### src/rtl/dvi_pkg.sv
`default_nettype none
// ============================================================================
//  Module   : dvi_pkg
//  Purpose  : Shared constants and helpers for the DVI TMDS encoder: the four
//             control tokens, the pipeline latency, the default width of the
//             disparity counter and an 8-bit population count.
//  Ports    : none (package)
//  Revision : 1.0  initial release
// ============================================================================
package dvi_pkg;

  localparam int TMDS_LATENCY      = 3;
  localparam int DEFAULT_CNT_WIDTH = 5;

  localparam logic [9:0] CTRL_TOKEN_00 = 10'b1101010100;
  localparam logic [9:0] CTRL_TOKEN_01 = 10'b0010101011;
  localparam logic [9:0] CTRL_TOKEN_10 = 10'b0101010100;
  localparam logic [9:0] CTRL_TOKEN_11 = 10'b1010101011;

  function automatic logic [3:0] popcount8(input logic [7:0] v);
    logic [3:0] n;
    n = 4'd0;
    for (int i = 0; i < 8; i++) begin
      n = n + {3'b000, v[i]};
    end
    return n;
  endfunction

endpackage
`default_nettype wire

### src/rtl/dvi_tmds_encoder_if.sv
`default_nettype none
// ============================================================================
//  Module   : dvi_tmds_encoder_if
//  Purpose  : Pixel-side bundle of one TMDS channel.
//  Signals  : din[7:0] colour component, c0/c1 control bits, de data enable,
//             dout[9:0] TMDS symbol (bit 0 sent first).
//  Modports : master = video timing driver, slave = encoder.
//  Revision : 1.0  initial release
// ============================================================================
interface dvi_tmds_encoder_if;
  logic [7:0] din;
  logic       c0;
  logic       c1;
  logic       de;
  logic [9:0] dout;

  modport master (output din, output c0, output c1, output de, input dout);
  modport slave  (input din, input c0, input c1, input de, output dout);
endinterface
`default_nettype wire

### src/rtl/tmds_qm_encode.sv
`default_nettype none
// ============================================================================
//  Module   : tmds_qm_encode
//  Purpose  : First two pipeline stages of the TMDS encoder. Stage 1 registers
//             the inputs with the popcount of din; stage 2 registers the
//             transition-minimised word q_m and its ones/zeros counts.
//  Ports    : pixel_clk, reset (sync, active-high)
//             din_i/de_i/c0_i/c1_i      -> raw pixel inputs
//             q_m_o/n1_qm_o/n0_qm_o     <- minimised word and its balance
//             de_o/c0_o/c1_o            <- controls delayed by two cycles
//  Revision : 1.0  initial release
// ============================================================================
module tmds_qm_encode
  import dvi_pkg::*;
(
  input  logic       pixel_clk,
  input  logic       reset,
  input  logic [7:0] din_i,
  input  logic       de_i,
  input  logic       c0_i,
  input  logic       c1_i,
  output logic [8:0] q_m_o,
  output logic [3:0] n1_qm_o,
  output logic [3:0] n0_qm_o,
  output logic       de_o,
  output logic       c0_o,
  output logic       c1_o
);

  // Stage 1
  logic [7:0] din_q;
  logic [3:0] n1_din_q;
  logic       de1_q, c0_1_q, c1_1_q;

  // Stage 2
  logic [8:0] q_m_q, q_m_d;
  logic [3:0] n1_qm_q, n1_qm_d;
  logic [3:0] n0_qm_q, n0_qm_d;
  logic       de2_q, c0_2_q, c1_2_q;

  logic use_xnor;
  logic acc;

  // XNOR chaining is chosen when the byte is ones-heavy, which keeps the
  // number of transitions in q_m low.
  assign use_xnor = (n1_din_q > 4'd4) || ((n1_din_q == 4'd4) && !din_q[0]);

  always_comb begin
    q_m_d    = '0;
    acc      = din_q[0];
    q_m_d[0] = din_q[0];
    for (int i = 1; i < 8; i++) begin
      acc      = use_xnor ? ~(acc ^ din_q[i]) : (acc ^ din_q[i]);
      q_m_d[i] = acc;
    end
    q_m_d[8] = ~use_xnor;
    n1_qm_d  = popcount8(q_m_d[7:0]);
    n0_qm_d  = 4'd8 - n1_qm_d;
  end

  always_ff @(posedge pixel_clk) begin
    if (reset) begin
      din_q    <= '0;
      n1_din_q <= '0;
      de1_q    <= 1'b0;
      c0_1_q   <= 1'b0;
      c1_1_q   <= 1'b0;
      q_m_q    <= '0;
      n1_qm_q  <= '0;
      n0_qm_q  <= '0;
      de2_q    <= 1'b0;
      c0_2_q   <= 1'b0;
      c1_2_q   <= 1'b0;
    end else begin
      din_q    <= din_i;
      n1_din_q <= popcount8(din_i);
      de1_q    <= de_i;
      c0_1_q   <= c0_i;
      c1_1_q   <= c1_i;
      q_m_q    <= q_m_d;
      n1_qm_q  <= n1_qm_d;
      n0_qm_q  <= n0_qm_d;
      de2_q    <= de1_q;
      c0_2_q   <= c0_1_q;
      c1_2_q   <= c1_1_q;
    end
  end

  assign q_m_o   = q_m_q;
  assign n1_qm_o = n1_qm_q;
  assign n0_qm_o = n0_qm_q;
  assign de_o    = de2_q;
  assign c0_o    = c0_2_q;
  assign c1_o    = c1_2_q;

endmodule
`default_nettype wire

### src/rtl/dvi_tmds_encoder.sv
`default_nettype none
// ============================================================================
//  Module   : dvi_tmds_encoder
//  Purpose  : One DVI TMDS 8b/10b channel encoder. Three-stage pipeline; the
//             last stage selects the symbol polarity from the running
//             disparity and emits control tokens during blanking.
//  Ports    : pixel_clk        pixel clock
//             reset            synchronous, active-high
//             bus (slave)      din/c0/c1/de in, dout[9:0] out
//  Params   : CNT_WIDTH        width of the signed running-disparity counter
//  Revision : 1.0  initial release
// ============================================================================
module dvi_tmds_encoder
  import dvi_pkg::*;
#(
  parameter int CNT_WIDTH = DEFAULT_CNT_WIDTH
) (
  input  logic               pixel_clk,
  input  logic               reset,
  dvi_tmds_encoder_if.slave  bus
);

  logic [8:0] q_m;
  logic [3:0] n1_qm, n0_qm;
  logic       de_s2, c0_s2, c1_s2;

  tmds_qm_encode u_qm (
    .pixel_clk (pixel_clk),
    .reset     (reset),
    .din_i     (bus.din),
    .de_i      (bus.de),
    .c0_i      (bus.c0),
    .c1_i      (bus.c1),
    .q_m_o     (q_m),
    .n1_qm_o   (n1_qm),
    .n0_qm_o   (n0_qm),
    .de_o      (de_s2),
    .c0_o      (c0_s2),
    .c1_o      (c1_s2)
  );

  logic [9:0]                  dout_q, dout_d;
  logic signed [CNT_WIDTH-1:0] cnt_q, cnt_d;
  logic signed [CNT_WIDTH-1:0] n1_s, n0_s, two_q8, two_nq8;
  logic                        cnt_zero, cnt_pos, cnt_neg;

  always_comb begin
    n1_s     = $signed(CNT_WIDTH'(n1_qm));
    n0_s     = $signed(CNT_WIDTH'(n0_qm));
    two_q8   = q_m[8] ? $signed(CNT_WIDTH'(2)) : '0;
    two_nq8  = q_m[8] ? '0 : $signed(CNT_WIDTH'(2));
    cnt_zero = (cnt_q == '0);
    cnt_neg  = cnt_q[CNT_WIDTH-1];
    cnt_pos  = !cnt_zero && !cnt_neg;

    dout_d = CTRL_TOKEN_00;
    cnt_d  = cnt_q;

    if (!de_s2) begin
      // Blanking: token by {c1,c0}; the next active run starts balanced.
      cnt_d = '0;
      case ({c1_s2, c0_s2})
        2'b00:   dout_d = CTRL_TOKEN_00;
        2'b01:   dout_d = CTRL_TOKEN_01;
        2'b10:   dout_d = CTRL_TOKEN_10;
        default: dout_d = CTRL_TOKEN_11;
      endcase
    end else if (cnt_zero || (n1_qm == n0_qm)) begin
      // No bias to correct: q_m[8] alone decides inversion.
      dout_d = {~q_m[8], q_m[8], q_m[8] ? q_m[7:0] : ~q_m[7:0]};
      cnt_d  = q_m[8] ? cnt_q + (n1_s - n0_s) : cnt_q + (n0_s - n1_s);
    end else if ((cnt_pos && (n1_qm > n0_qm)) || (cnt_neg && (n0_qm > n1_qm))) begin
      // Word would push disparity further the same way: invert it.
      dout_d = {1'b1, q_m[8], ~q_m[7:0]};
      cnt_d  = cnt_q + two_q8 + (n0_s - n1_s);
    end else begin
      dout_d = {1'b0, q_m[8], q_m[7:0]};
      cnt_d  = cnt_q - two_nq8 + (n1_s - n0_s);
    end
  end

  always_ff @(posedge pixel_clk) begin
    if (reset) begin
      dout_q <= '0;
      cnt_q  <= '0;
    end else begin
      dout_q <= dout_d;
      cnt_q  <= cnt_d;
    end
  end

  assign bus.dout = dout_q;

endmodule
`default_nettype wire

### src/flat_wrapper.sv
// flat-port wrapper written by rule: the top's interface ports become plain ports
module dvi_tmds_encoder_flat import dvi_pkg::*;
#(
  parameter int CNT_WIDTH = DEFAULT_CNT_WIDTH
)
  (pixel_clk, reset, bus_din, bus_c0, bus_c1, bus_de, bus_dout);
  dvi_tmds_encoder_if bus_i ();
  input  logic pixel_clk;
  input  logic reset;
  input wire logic [$bits(bus_i.din)-1:0] bus_din;
  input wire logic [$bits(bus_i.c0)-1:0] bus_c0;
  input wire logic [$bits(bus_i.c1)-1:0] bus_c1;
  input wire logic [$bits(bus_i.de)-1:0] bus_de;
  output wire logic [$bits(bus_i.dout)-1:0] bus_dout;
  assign bus_i.din = bus_din;
  assign bus_i.c0 = bus_c0;
  assign bus_i.c1 = bus_c1;
  assign bus_i.de = bus_de;
  assign bus_dout = bus_i.dout;
  dvi_tmds_encoder #(.CNT_WIDTH(CNT_WIDTH)) u_core (.pixel_clk(pixel_clk), .reset(reset), .bus(bus_i));
endmodule
### config.mk
export PLATFORM = sky130hd
export DESIGN_NAME = dvi_tmds_encoder_flat
export DESIGN_NICKNAME = d
export VERILOG_FILES = /design/src/rtl/dvi_pkg.sv /design/src/rtl/dvi_tmds_encoder_if.sv /design/src/rtl/tmds_qm_encode.sv /design/src/rtl/dvi_tmds_encoder.sv /design/src/flat_wrapper.sv
export SDC_FILE = /design/constraint.sdc
export NUM_CORES = 1
export LEC_CHECK = 0
export ABC_AREA = 1
export BUFFER_PORTS_ARGS = -buffer_cell sky130_fd_sc_hd__buf_2
export CAP_MARGIN = 20
export CORE_AREA = 8 8 96 98
export DETAILED_ROUTE_END_ITERATION = 16
export DIE_AREA = 0 0 104 106
export GPL_TIMING_DRIVEN = 0
export PLACE_DENSITY = 0.57
export SLEW_MARGIN = 15
export SYNTH_ARGS = -nofsm -noshare
export SYNTH_HDL_FRONTEND = slang
export SYNTH_SLANG_ARGS = --single-unit
### constraint.sdc
create_clock -name pixel_clk -period 6.3 [get_ports pixel_clk]
set_input_delay 0.315 -clock pixel_clk [delete_from_list [all_inputs] [get_ports pixel_clk]]
set_output_delay 0.315 -clock pixel_clk [all_outputs]
set_load 0.1 [all_outputs]
==> results of run 1 <==
==> area by class of cell <==
type	count	area [sq um]	share of cell area (%)
tap	105	131	3.98
sequential	48	961	29.1
inverter	84	318	9.64
timing repair buffer	22	110	3.34
clock buffer	6	82.6	2.50
buffer	6	37.5	1.14
multi-input combinational	245	1640	49.8
clock inverter	2	13.8	0.417
==> layer usage <==
layer | wire (um) | part of all wire (%) | vias to the layer above
li1 | - | - | 1218
met1 | 2520 | 49 | 952
met2 | 2330 | 45 | 28
met3 | 232 | 4.5 | 8
met4 | 68 | 1.3 | 0
met5 | 0 | 0 | -
==> sequential cells by signal, indices dropped and copies added (netlist names), named ones only <==
name / count
u_core.bus.dout: 10
u_core.u_qm.q_m_o: 9
u_core.u_qm.din_q: 8
u_core.cnt_q: 4
u_core.u_qm.n1_din_q: 4
u_core.u_qm.n0_qm_o: 3
u_core.u_qm.n1_qm_o: 3
u_core.u_qm.c0_1_q: 1
u_core.u_qm.c0_o: 1
u_core.u_qm.c1_1_q: 1
u_core.u_qm.c1_o: 1
u_core.u_qm.de1_q: 1
u_core.u_qm.de_o: 1
==> Yosys cell counts (all sizes together) <==
cell	n
inv	84
o31ai	1
a21oi	14
fa	14
ha	29
nor2	40
nand3	34
o21a	1
or2	5
buf	2
xnor2	6
nand3b	4
o211ai	2
clkbuf	4
o21ai	13
xor2	6
nand2	76
dfxtp	48
==> cell families after synthesis <==
kind of cell / synth area share, %
AO/OA/AOI/OAI: 5.83
buffers and inverters: 12.0
adder cells (fa/ha/maj): 21.7
AND/OR/NAND/NOR: 24.1
XOR/XNOR: 3.81
flip-flops: 32.5
==> how the worst max path moves through the flow <==
| stage | cells past startpoint | to | start |
|---|---|---|---|
| floorplan | 15 | u_core.u_qm.n0_qm_o[2] | u_core.u_qm.din_q[0] |
| global placement | 15 | u_core.u_qm.n0_qm_o[2] | u_core.u_qm.din_q[0] |
| detailed placement | 17 | u_core.u_qm.n0_qm_o[3] | u_core.u_qm.din_q[0] |
| CTS | 17 | u_core.u_qm.n0_qm_o[3] | u_core.u_qm.din_q[0] |
| global route | 17 | u_core.u_qm.n0_qm_o[3] | u_core.u_qm.din_q[0] |
| finish | 17 | u_core.u_qm.n0_qm_o[3] | u_core.u_qm.din_q[0] |
==> worst max-delay path: stages (launching register included) <==
cell and delay [ns]:
dfxtp_1 0.40, nand3_1 0.10, nand2_1 0.08, nand2_1 0.14, xor2_1 0.34, xor2_1 0.27, fa_1 0.48, fa_1 0.52
inv_1 0.05, fa_1 0.50, ha_1 0.16, inv_1 0.05, fa_1 0.37, xnor2_1 0.25, inv_1 0.09, nand3_1 0.10
o21ai_0 0.08, a21oi_1 0.11
==> power groups by stage <==
stage                     clock network, uW  logic, uW  registers, uW
after floorplan                           0        842            419
after global placement                    0       1070            383
after detailed placement                  0       1090            383
after CTS                               198       1090            376
after global routing                    213       1280            382
final                                   191       1080            375
==> per-stage QoR <==
stage	util, %	total power, uW	cells	cell area [sq um]	hold slack (ns)
after floorplan	-	1260	383	2960	0.388
after global placement	40.8	1450	510	3200	0.392
after detailed placement	40.8	1470	510	3200	0.397
after CTS	42.0	1670	518	3300	0.201
after global routing	42.0	1880	518	3300	0.199
final	42.0	1650	518	3300	0.211
==> impl_metrics.tcl, run 1 <==
set metrics [dict create \
    outcome "finished clean" \
    clkLatencyLatePin_ns 0.30 \
    cp-start-kind "flip-flop" \
    ys_warn_count 0 \
    fp.dieW_um 104 \
    reg2reg_to "u_core.u_qm.n0_qm_o[3]" \
    worstSetupEndpointType "flip-flop" \
    report.final.slew_viol_count 0 \
    ant_nets 0 \
    grt_max_degree 16 \
    layout_setup_ws_ns 2.15 \
    numPortBuffers 22 \
    post-cts-setup-buffer-count 0 \
    ios 23 \
    cp_max_fo 4 \
    clock_sinks 48 \
    r2r_start "u_core.u_qm.din_q[0]" \
    drv_cap 0 \
    pwr-share-clk_pct 11.6 \
    fillers 807 \
    postCtsHoldBufs 0 \
    cp.arrival_ns 4.38 \
    nets 468 \
    finalCriticalPeriod_ns 4.15 \
    grt-busiest-layer "met2" \
    grt-ovfl-total 0 \
    firstDrtPassIters 4 \
    syn-num-nets 439 \
    crit_type "reg2reg" \
    mostFrequentLayoutCells "inv_1 (81), nand2_1 (70), dfxtp_1 (48), nor2_1 (40), nand3_1 (31)" \
    wire_per_inst_um 9.94 \
    ys_seq_elements 48 \
    p_switching_uw 779 \
    setup_viol 0 \
    grt_use_met2_pct 17.2 \
    max_freq_mhz 241 \
    die_h_um 106 \
    grt_pass1_wl_mm 9.55 \
    hold_violations 0 \
    reg2reg_depth 17 \
    clkTransAtPathRegs_ns 0.09 \
    met1_usage_pct 12.4 \
    vias_per_cell 4.26 \
    grt_antenna_before_repair 0 \
    grt_pass1_vias 2176 \
    cts_buffer_depth 2 \
    setup_tns_ns 0 \
    sw_frac_of_total_pct 47.3 \
    required_ns 6.53 \
    dr_total_vias 2206 \
    rsz0062_at_grt "no" \
    synth_area_leaders "dfxtp_1 (32%), ha_1 (12%), inv_1 (10%)" \
    fin_skew_ns 0.00632 \
    track_usage_pct 10.3 \
    dpl_worst_slack_ns 2.14 \
    r2r_slack_ns 2.15 \
    start_util_pct 37.7 \
    first_iter_violations 62 \
    p_per_area_nw_per_um2 499 \
    drive_gt1_share_pct 12.1 \
    hp-class "in2reg" \
    drc 0 \
    whs_endpoint "u_core.u_qm.c0_1_q" \
    area_growth_pct 11.4 \
    relSlewSlack_pct 64.4 \
    wirelength_mm 5.15 \
    synth_top_area_share_pct 32.5 \
    tritoncts "yes" \
    synth_cell_types 26 \
    yosys.area.top_type "dfxtp_1" \
    fp-row-count 33 \
    clock-root-buffer "clkbuf_8" \
    p_seq_share_pct 22.8 \
    fin_crit_sh_pct 65.9 \
    core_area_sq_um 7850 \
    syn-cell-area_sq_um 2960 \
    synth.avg_cell_area_sq_um 7.73 \
    comb_power_share_pct 65.6 \
    seq_area_frac_synth_pct 32.5 \
    timing.hold.worst.start "bus_c0" \
    dieArea_sq_um 11000 \
    syn_inst 383 \
    tightest_slew_ns 0.528 \
    cts_buffers 5 \
    total_leakage_power_uw 0.00172 \
    insertedDiodeCount 0 \
    cts_resized 0 \
    h-tree-depth 2 \
    min_path_cells 3 \
    p_int_uw 867 \
    grt.met3_usage_pct 3.09 \
    gpl.final_weighted_congestion 0.831 \
    vdd_drop_max_uv 136 \
    final_common_cell "inv_1" \
    hpwlAfterDp_mm 4.35 \
]
Power figures use the tool's default switching activity.
==> inputs of run 2 (changes only) <==
--- a/config.mk
+++ b/config.mk
@@ -12,7 +12,7 @@
 export DETAILED_ROUTE_END_ITERATION = 16
 export DIE_AREA = 0 0 104 106
 export GPL_TIMING_DRIVEN = 0
-export PLACE_DENSITY = 0.57
+export PLACE_DENSITY = 0.59
 export SLEW_MARGIN = 15
 export SYNTH_ARGS = -nofsm -noshare
 export SYNTH_HDL_FRONTEND = slang
==> constraint.sdc (replaced) <==
create_clock -name pixel_clk -period 3.8 [get_ports pixel_clk]
set_input_delay 0.19 -clock pixel_clk [delete_from_list [all_inputs] [get_ports pixel_clk]]
set_output_delay 0.19 -clock pixel_clk [all_outputs]
set_load 0.1 [all_outputs]
==> impl_metrics.tcl, run 2 (synthesis results as in run 1) <==
set metrics [dict create \
    outcome "finished clean" \
    first_iter_violations 51 \
    vias_per_cell 4.33 \
    grt_pass1_vias 2286 \
    nets 481 \
    postCtsHoldBufs 0 \
    grt_max_degree 15 \
    drv_cap 0 \
    drive_gt1_share_pct 19.5 \
    area_growth_pct 18.5 \
    ios 23 \
    cp-start-kind "flip-flop" \
    crit_path_max_incr_delay_ns 0.58 \
    insertedDiodeCount 0 \
    cp_cell_sequence "nand3_2 > nand2_2 > nand2_4 > xor2_4 > xor2_2 > fa_1 > fa_1 > inv_2 > fa_1 > ha_2 > inv_2 > fa_2 > ha_4 > xor2_1 > nor2_1" \
    tritoncts "yes" \
    crit_slowest_cell "fa_2" \
    start_util_pct 37.7 \
    finalCriticalPeriod_ns 3.76 \
    path_delay_family "adder cells" \
    cp_max_fo 4 \
    die_h_um 106 \
    fillers 793 \
    relSlewSlack_pct 66.2 \
    total_leakage_power_uw 0.00180 \
    setup_tns_ns 0 \
    hp-class "in2reg" \
    hold_violations 0 \
    clkTransAtPathRegs_ns 0.08 \
    grt_antenna_before_repair 0 \
    max_freq_mhz 266 \
    grt-ovfl-total 0 \
    final_common_cell "inv_1" \
    clock-root-buffer "clkbuf_8" \
    wire_per_inst_um 10.6 \
    cp.arrival_ns 3.94 \
    dr_total_vias 2299 \
    h-tree-depth 2 \
    clock_sinks 48 \
    clkLatencyLatePin_ns 0.30 \
    fin_skew_ns 0.00220 \
    numPortBuffers 22 \
    crit_type "reg2reg" \
    critPathMostFrequentCell "fa_1" \
    setup_viol 0 \
    mostFrequentLayoutCells "inv_1 (77), nand2_1 (65), dfxtp_1 (46), nor2_1 (40), nand3_1 (29)" \
    p_per_area_nw_per_um2 891 \
    drc 0 \
    core_area_sq_um 7850 \
    dieArea_sq_um 11000 \
    tightest_slew_ns 0.501 \
    track_usage_pct 10.6 \
    cts_buffers 5 \
    required_ns 3.98 \
    fp-row-count 33 \
    largest_reg_flops 10 \
    wirelength_mm 5.61 \
    vdd_drop_max_uv 363 \
    gpl.final_weighted_congestion 0.810 \
    firstDrtPassIters 4 \
    grt_pass1_wl_mm 9.85 \
    report.final.slew_viol_count 0 \
    rsz0062_at_grt "yes" \
    ant_nets 0 \
    cts_buffer_depth 2 \
    r2r_slack_ns 0.04 \
    fp.dieW_um 104 \
    hpwlAfterDp_mm 4.42 \
    hold_slack_ns 0.0887 \
    path_buf_inv 2 \
    worstSetupEndpointType "flip-flop" \
    fin_crit_sh_pct 98.9 \
]
==> run 2: cell types whose count changed in the layout (fill, tap and decap cells not counted), sizes merged <==
cell    change
buf        +13
bufinv      +1
inv         -1
==> run 2: worst min-delay path: stages <==
cell    delay (ns)
buf_2         0.09
inv_1         0.04
nor2_1        0.03
==> run 2: cell type report <==
| type | count | area (sq um) | share of cell area (%) |
|---|---|---|---|
| Multi-Input combinational cell | 245 | 1740 | 49.6 |
| Sequential cell | 48 | 966 | 27.5 |
| Inverter | 84 | 318 | 9.06 |
| Timing Repair Buffer | 35 | 208 | 5.92 |
| Tap cell | 105 | 131 | 3.75 |
| Clock buffer | 6 | 72.6 | 2.07 |
| Buffer | 6 | 37.5 | 1.07 |
| Clock inverter | 2 | 35.0 | 0.999 |
==> run 2: final timing paths <==
check	endpoint	startpoint	cells past startpoint
worst max-delay path	u_core.u_qm.n0_qm_o[2]	u_core.u_qm.din_q[0]	15
worst max register to register	u_core.u_qm.n0_qm_o[2]	u_core.u_qm.din_q[0]	15
worst min register to register	u_core.u_qm.c1_o	u_core.u_qm.c1_1_q	2
worst min-delay path	u_core.u_qm.c0_1_q	bus_c0	3
==> run 2: where the power goes <==
group | total [uW] | switching (uW) | internal [uW]
Combinational | 2140 | 1220 | 917
Sequential | 623 | 42.1 | 580
Clock | 360 | 165 | 195
Total | 3120 | 1430 | 1690
==> run 2: repair_timing <==
action                                  4_1_cts  5_1_grt
gates resized for setup                      16       12
buffers inserted                              9        4
pin swaps                                    10       11
endpoints found under the setup margin        5        4
==> run 2: metal layers <==
metal	up-vias	wire (um)	GRT usage, %
li1	1243	-	-
met1	1015	2660	12.5
met2	32	2700	18.5
met3	9	186	2.78
met4	0	62	3.31
met5	-	0	0
==> run 2: metrics by stage <==
stage | setup slack [ns] | utilization, % | cells | power [uW] | instance area [sq um]
after floorplan | 0.00739 | - | 383 | 2090 | 2960
after global placement | -0.295 | 40.8 | 510 | 2400 | 3200
after detailed placement | -0.333 | 40.8 | 510 | 2440 | 3200
after CTS | 0.00264 | 43.8 | 527 | 2980 | 3440
after global routing | -0.168 | 44.7 | 531 | 3510 | 3510
final | 0.0413 | 44.7 | 531 | 3120 | 3510
